File: src/rtl/nn_pkg.sv
// Shared constants for the NN Wishbone controller: register offsets,
// CTRL/STATUS bit positions and the launch FSM state encoding.
package nn_pkg;

  localparam logic [7:0] OFF_OPA    = 8'h00;
  localparam logic [7:0] OFF_OPB    = 8'h04;
  localparam logic [7:0] OFF_CTRL   = 8'h08;
  localparam logic [7:0] OFF_STATUS = 8'h0C;
  localparam logic [7:0] OFF_RESULT = 8'h10;

  localparam int CTRL_START_BIT  = 0;
  localparam int CTRL_RM_LSB     = 1;
  localparam int CTRL_RM_MSB     = 3;
  localparam int CTRL_IRQ_EN_BIT = 4;

  localparam int STAT_BUSY_BIT    = 0;
  localparam int STAT_DONE_BIT    = 1;
  localparam int STAT_TIMEOUT_BIT = 2;

  typedef enum logic [1:0] {
    ST_IDLE   = 2'd0,
    ST_LAUNCH = 2'd1,
    ST_WAIT   = 2'd2
  } nn_state_e;

endpackage

File: src/rtl/nn_launch_fsm.sv
// Launch sequencer for the NN core: IDLE -> LAUNCH (one-cycle in_valid) -> WAIT,
// returning to IDLE on the core's result valid or after TIMEOUT_CYC WAIT cycles.
module nn_launch_fsm
  import nn_pkg::*;
#(
  parameter int unsigned TIMEOUT_CYC = 128
) (
  input  logic      clk,
  input  logic      rst_l,
  input  logic      start_i,
  input  logic      nn_out_valid_i,
  output logic      in_valid_o,
  output logic      launch_o,
  output logic      done_set_o,
  output logic      timeout_set_o,
  output nn_state_e state_o
);

  localparam logic [15:0] CNT_LAST = 16'(TIMEOUT_CYC - 1);

  nn_state_e   state_q, state_d;
  logic [15:0] cnt_q, cnt_d;

  always_ff @(posedge clk or negedge rst_l) begin
    if (!rst_l) begin
      state_q <= ST_IDLE;
      cnt_q   <= '0;
    end else begin
      state_q <= state_d;
      cnt_q   <= cnt_d;
    end
  end

  // A valid in the final WAIT cycle takes priority over the timeout.
  always_comb begin
    state_d       = state_q;
    cnt_d         = cnt_q;
    launch_o      = 1'b0;
    done_set_o    = 1'b0;
    timeout_set_o = 1'b0;
    case (state_q)
      ST_IDLE: begin
        if (start_i) begin
          state_d  = ST_LAUNCH;
          launch_o = 1'b1;
        end
      end
      ST_LAUNCH: begin
        state_d = ST_WAIT;
        cnt_d   = '0;
      end
      ST_WAIT: begin
        if (nn_out_valid_i) begin
          done_set_o = 1'b1;
          state_d    = ST_IDLE;
          cnt_d      = '0;
        end else if (cnt_q == CNT_LAST) begin
          timeout_set_o = 1'b1;
          state_d       = ST_IDLE;
          cnt_d         = '0;
        end else begin
          cnt_d = cnt_q + 16'd1;
        end
      end
      default: begin
        state_d = ST_IDLE;
        cnt_d   = '0;
      end
    endcase
  end

  assign in_valid_o = (state_q == ST_LAUNCH);
  assign state_o    = state_q;

endmodule

File: src/rtl/nn_wb_ctrl.sv
// Wishbone slave register window that launches the NN core and captures its result.
// Optional macro NN_WB_IRQ_EN enables the CTRL.irq_en bit and a registered irq_o.
module nn_wb_ctrl
  import nn_pkg::*;
#(
  parameter logic [31:0] BASE_ADDR   = 32'h3000_0000,
  parameter int unsigned TIMEOUT_CYC = 128
) (
  input  logic        clk,
  input  logic        rst_l,
  input  logic        wbs_cyc_i,
  input  logic        wbs_stb_i,
  input  logic        wbs_we_i,
  input  logic [31:0] wbs_adr_i,
  input  logic [31:0] wbs_dat_i,
  output logic        wbs_ack_o,
  output logic [31:0] wbs_dat_o,
  output logic [31:0] opA_o,
  output logic [31:0] opB_o,
  output logic [2:0]  round_mode_o,
  output logic        in_valid_o,
  input  logic [31:0] nn_result_i,
  input  logic        nn_out_valid_i,
  output logic        irq_o
);

  logic [31:0] off;
  logic        req, wr, rd;
  logic        sel_opa, sel_opb, sel_ctrl, sel_status, sel_result;
  logic        busy, start, launch, done_set, timeout_set;
  nn_state_e   fsm_state;
  logic [31:0] rdata;

  logic        ack_q, ack_d;
  logic [31:0] rdat_q, rdat_d;
  logic [31:0] opa_q, opa_d;
  logic [31:0] opb_q, opb_d;
  logic [31:0] result_q, result_d;
  logic [2:0]  rm_q, rm_d;
  logic        done_q, done_d;
  logic        timeout_q, timeout_d;
  logic        irq_en;

  // Handshake: a request is cyc&stb while no ack is outstanding; it is acked by a
  // one-cycle ack_q exactly one cycle later, and the cycle after an ack never acks.
  assign req = wbs_cyc_i & wbs_stb_i & ~ack_q;
  assign wr  = req & wbs_we_i;
  assign rd  = req & ~wbs_we_i;

  assign off        = wbs_adr_i - BASE_ADDR;
  assign sel_opa    = (off == {24'b0, OFF_OPA});
  assign sel_opb    = (off == {24'b0, OFF_OPB});
  assign sel_ctrl   = (off == {24'b0, OFF_CTRL});
  assign sel_status = (off == {24'b0, OFF_STATUS});
  assign sel_result = (off == {24'b0, OFF_RESULT});

  assign busy  = (fsm_state != ST_IDLE);
  assign start = wr & sel_ctrl & wbs_dat_i[CTRL_START_BIT];

  nn_launch_fsm #(
    .TIMEOUT_CYC (TIMEOUT_CYC)
  ) u_fsm (
    .clk            (clk),
    .rst_l          (rst_l),
    .start_i        (start),
    .nn_out_valid_i (nn_out_valid_i),
    .in_valid_o     (in_valid_o),
    .launch_o       (launch),
    .done_set_o     (done_set),
    .timeout_set_o  (timeout_set),
    .state_o        (fsm_state)
  );

  always_comb begin
    rdata = '0;
    if (sel_opa) begin
      rdata = opa_q;
    end else if (sel_opb) begin
      rdata = opb_q;
    end else if (sel_ctrl) begin
      rdata[CTRL_RM_MSB:CTRL_RM_LSB] = rm_q;
      rdata[CTRL_IRQ_EN_BIT]         = irq_en;
    end else if (sel_status) begin
      rdata[STAT_BUSY_BIT]    = busy;
      rdata[STAT_DONE_BIT]    = done_q;
      rdata[STAT_TIMEOUT_BIT] = timeout_q;
    end else if (sel_result) begin
      rdata = result_q;
    end
  end

  // Operands and rounding mode are frozen while a run is in flight.
  always_comb begin
    ack_d     = req;
    rdat_d    = rd ? rdata : 32'h0;
    opa_d     = opa_q;
    opb_d     = opb_q;
    rm_d      = rm_q;
    result_d  = result_q;
    done_d    = done_q;
    timeout_d = timeout_q;

    if (wr & sel_opa & ~busy) opa_d = wbs_dat_i;
    if (wr & sel_opb & ~busy) opb_d = wbs_dat_i;
    if (wr & sel_ctrl & ~busy) rm_d = wbs_dat_i[CTRL_RM_MSB:CTRL_RM_LSB];

    if (wr & sel_status & wbs_dat_i[STAT_DONE_BIT])    done_d    = 1'b0;
    if (wr & sel_status & wbs_dat_i[STAT_TIMEOUT_BIT]) timeout_d = 1'b0;
    if (launch) begin
      done_d    = 1'b0;
      timeout_d = 1'b0;
    end
    // Hardware sets come last so they win over a same-cycle W1C.
    if (done_set) begin
      done_d   = 1'b1;
      result_d = nn_result_i;
    end
    if (timeout_set) timeout_d = 1'b1;
  end

  always_ff @(posedge clk or negedge rst_l) begin
    if (!rst_l) begin
      ack_q     <= 1'b0;
      rdat_q    <= '0;
      opa_q     <= '0;
      opb_q     <= '0;
      rm_q      <= '0;
      result_q  <= '0;
      done_q    <= 1'b0;
      timeout_q <= 1'b0;
    end else begin
      ack_q     <= ack_d;
      rdat_q    <= rdat_d;
      opa_q     <= opa_d;
      opb_q     <= opb_d;
      rm_q      <= rm_d;
      result_q  <= result_d;
      done_q    <= done_d;
      timeout_q <= timeout_d;
    end
  end

`ifdef NN_WB_IRQ_EN
  logic irq_en_q, irq_en_d;
  logic irq_q, irq_d;

  // irq tracks the post-edge flag values so it drops together with a W1C.
  always_comb begin
    irq_en_d = irq_en_q;
    if (wr & sel_ctrl) irq_en_d = wbs_dat_i[CTRL_IRQ_EN_BIT];
    irq_d = irq_en_d & (done_d | timeout_d);
  end

  always_ff @(posedge clk or negedge rst_l) begin
    if (!rst_l) begin
      irq_en_q <= 1'b0;
      irq_q    <= 1'b0;
    end else begin
      irq_en_q <= irq_en_d;
      irq_q    <= irq_d;
    end
  end

  assign irq_en = irq_en_q;
  assign irq_o  = irq_q;
`else
  assign irq_en = 1'b0;
  assign irq_o  = 1'b0;
`endif

  assign wbs_ack_o    = ack_q;
  assign wbs_dat_o    = rdat_q;
  assign opA_o        = opa_q;
  assign opB_o        = opb_q;
  assign round_mode_o = rm_q;

endmodule

File: config.mk
export PLATFORM = sky130hd
export DESIGN_NAME = nn_wb_ctrl
export DESIGN_NICKNAME = d
export VERILOG_FILES = /design/src/rtl/nn_pkg.sv /design/src/rtl/nn_launch_fsm.sv /design/src/rtl/nn_wb_ctrl.sv
export SDC_FILE = /design/constraint.sdc
export NUM_CORES = 1
export LEC_CHECK = 0
export CAP_MARGIN = 30
export CORE_MARGIN = 2
export CORE_UTILIZATION = 43
export CTS_CLUSTER_SIZE = 16
export DETAILED_ROUTE_END_ITERATION = 8
export PLACE_DENSITY = 0.77
export SLEW_MARGIN = 20
export SYNTH_ARGS = -nofsm -noshare
export SYNTH_HDL_FRONTEND = slang
export SYNTH_HIERARCHICAL = 1
export SYNTH_SLANG_ARGS = --single-unit
File: constraint.sdc
create_clock -name clk -period 1.8 [get_ports clk]
set_input_delay 0.18 -clock clk [delete_from_list [all_inputs] [get_ports clk]]
set_output_delay 0.18 -clock clk [all_outputs]
set_load 0.1 [all_outputs]
==> flow_summary.toml <==
[outcome]
status = "finished, violations left"
violations = "setup timing"

[finish]
nFillCells = 1134
area_delta_synth_final_pct = 50.4
drive_gt1_share_pct = 42.9
fin_util_pct = 66.8
nets = 875
num_antenna_cells = 0

[worst_setup_path]
crit_buf_inv = 3
worstSetupStartpointType = "flop"
critPathMaxStageDelay_ns = 0.46
crit_family = "simple AND/OR/NAND/NOR gates"
critPathSlowestCell = "dfrtp_4"
arrival_ns = 2.30
crit_fanout = 8
crit_path_end_kind = "flop"
cp_common_cell = "buf_6"
critical_path_class = "flop to flop"
cp.required_ns = 2.10
crit_chain = "and4b_1 -> nand4_1 -> buf_6 -> nor4_4 -> buf_6 -> buf_12 -> mux2_2"

[sta]
finClkSkew_ns = 0.00933
final_hold_viol_count = 0
slew_violations = 0
setup_ws_ns = -0.195
fin_crit_ns = 1.99
fin_crit_sh_pct = 111
fmax_mhz = 501
rsz0062_at_grt = "true"
setup_tns_ns = -10.48
finalSetupViolations = 67
hold_ws_ns = 0.193

[drt]
viasPerCell = 5.48
route.detailed.wl_per_inst_um = 19.8
met2WireLength_um = 9950
top_layer_used = "met4"
drtPass1Iterations = 6
drtIter0Drc = 392
wl_met1_um = 7930
wirelength_um = 19700
drc_errors = 0
met3WireLength_um = 1390
vias = 5447
ant_nets = 0

[worst_hold_path]
hp-class = "primary input to async pin"

[global_route]
grt_remaining_overflow = 0
grt_max_degree = 58
grt.total_usage_pct = 23.1
antenna_found_initial = 0
grt_pass1_wl_um = 29500
grt_pass1_vias = 5629

[clocking]
numCtsBuffers = 17
cts.sinks = 152
clk_pin_slew_ns = 0.06
clockBufferDepth = 2
htree_levels = 4
clock_latency_ns = 0.43
cts_tree = "done"
root_buffer = "clkbuf_16"

[place]
io_buffers = 202
gp_congestion = 0.862
dp_hpwl_um = 13300

[yosys]
synth_edf_count = 0
yosysSeqAreaShare_pct = 56.0
syn_avg_cell_area_um2 = 13.5
yosys_register_bits = 152
syn_inst = 505
async_flop_share_pct = 100
dominantRegCellSynth = "dfrtp_1"
yosys_warnings = 6
synth_nets = 608
synthesis.area_um2 = 6800
ys_types = 57

[die]
die-area_um2 = 16800
coreArea_um2 = 15300
initial_utilization_pct = 44.4
io_pins = 204
fp.dieH_um = 130
num_rows = 45
die_x_um = 130

[job]
cap_viol_max_count = 0

[power_and_ir_drop]
finalPower_uw = 7610
p_leak_uw = 0.00471
p_per_area_nw_per_um2 = 745
max-vdd-ir-drop_mv = 0.596
[worst reg2reg max path: stages, from the launching register on]
cell,delay (ns)
dfrtp_4,0.46
and4b_1,0.24
nand4_1,0.13
buf_6,0.17
nor4_4,0.22
buf_6,0.18
buf_12,0.14
mux2_2,0.34
[Yosys cell counts (5+ instances only)]
library cell | count | area, um^2
buf_6 | 6 | 67.6
nand2_1 | 21 | 78.8
o211ai_1 | 5 | 37.5
nor4_1 | 13 | 81.3
o21ai_0 | 11 | 55.1
a222oi_1 | 29 | 290
a21oi_1 | 9 | 45.0
nor3_1 | 9 | 45.0
clkbuf_1 | 19 | 71.3
nand3_1 | 9 | 45.0
nor2_1 | 38 | 143
mux2_2 | 39 | 439
mux2_4 | 60 | 901
inv_1 | 6 | 22.5
dfrtp_1 | 152 | 3800
[kinds of logic (layout without fill, tap and decap cells)]
| group | after synthesis | after routing | synth area share [%] |
|---|---|---|---|
| multiplexers | 99 | 99 | 19.7 |
| AO/OA/AOI/OAI | 77 | 77 | 9.11 |
| buffers and inverters | 36 | 314 | 2.78 |
| XOR/XNOR | 3 | 3 | 0.387 |
| AND/OR/NAND/NOR | 136 | 136 | 11.8 |
| other | 1 | 1 | 0.0552 |
| flip-flops | 152 | 152 | 56.0 |
| adder cells (fa/ha/maj) | 1 | 1 | 0.184 |
[report_power, final]
part	internal (uW)	leakage, uW	switching (uW)	total [uW]
combinational	248	0.00233	184	432
sequential	3420	0.00209	0.500	3420
clock	2350	0.000289	1410	3760
total	6020	0.00471	1590	7610
[timing repair]
item / CTS / global route
hold buffers: 1 / 0
endpoints found under the setup margin: 100 / 80
hold endpoints to repair: 124 / 0
setup buffers: 4 / 3
gates resized for setup: 25 / 15
gates cloned: 3 / 4
pin swaps: 2 / 4
[sequential cells by signal (all words and copies together), names as in the netlist, 2 cells and up]
signal / cells
opB_o: 32
result_q: 32
u_fsm/cnt_q: 16
opA_o: 32
u_fsm/state_o: 2
round_mode_o: 3
wbs_dat_o: 32
[area by class of cell]
type / instances / area (um^2) / area share (%)
Inverter: 6 / 22.5 / 0.220
Sequential cell: 152 / 3810 / 37.2
Multi-Input combinational cell: 317 / 2890 / 28.3
Clock buffer: 20 / 447 / 4.37
Tap cell: 211 / 264 / 2.58
Timing Repair Buffer: 278 / 2620 / 25.6
Clock inverter: 10 / 169 / 1.65
[per-stage QoR]
step                setup WS [ns]  cells  area, um^2
floorplan                  -0.358    505        6800
global placement           -0.532    949        9250
detailed placement         -0.568    949        9250
CTS                        -0.179    987       10100
global route               -0.279    994       10200
finish                     -0.195    994       10200
[cells in the final DEF, fill, tap and decap left out, types with 6 or more instances in the layout]
cell type and instances:
nor3_1 6, mux2_2 34, inv_1 6, clkbuf_16 20
nor4_1 12, o21ai_0 11, a21oi_1 9, mux2_4 65
nor2_1 37, clkdlybuf4s50_1 98, buf_6 13, nand3_1 9
a222oi_1 29, buf_4 147, dfrtp_1 151, buf_12 10
nand2_1 21
[layer usage]
layer  GRT usage [%]  up-vias
li1                -     2440
met3            5.54       39
met4            10.5        0
met1            28.4     2741
met5               0        -
met2            38.9      227
[worst paths after layout]
check / from / end / slack (ns) / cells after the start
max in group asynchronous: rst_l / opA_o[30] / 0.95 / 3
min reg2reg: result_q[30] / result_q[30] / 0.51 / 1
min in group clk: nn_result_i[22] / result_q[22] / 0.37 / 2
min: rst_l / wbs_dat_o[31] / 0.19 / 2
max: wbs_ack_o / opB_o[31] / -0.19 / 7
max reg2reg: wbs_ack_o / opB_o[31] / -0.19 / 7
(Power assumes the default switching activity.)
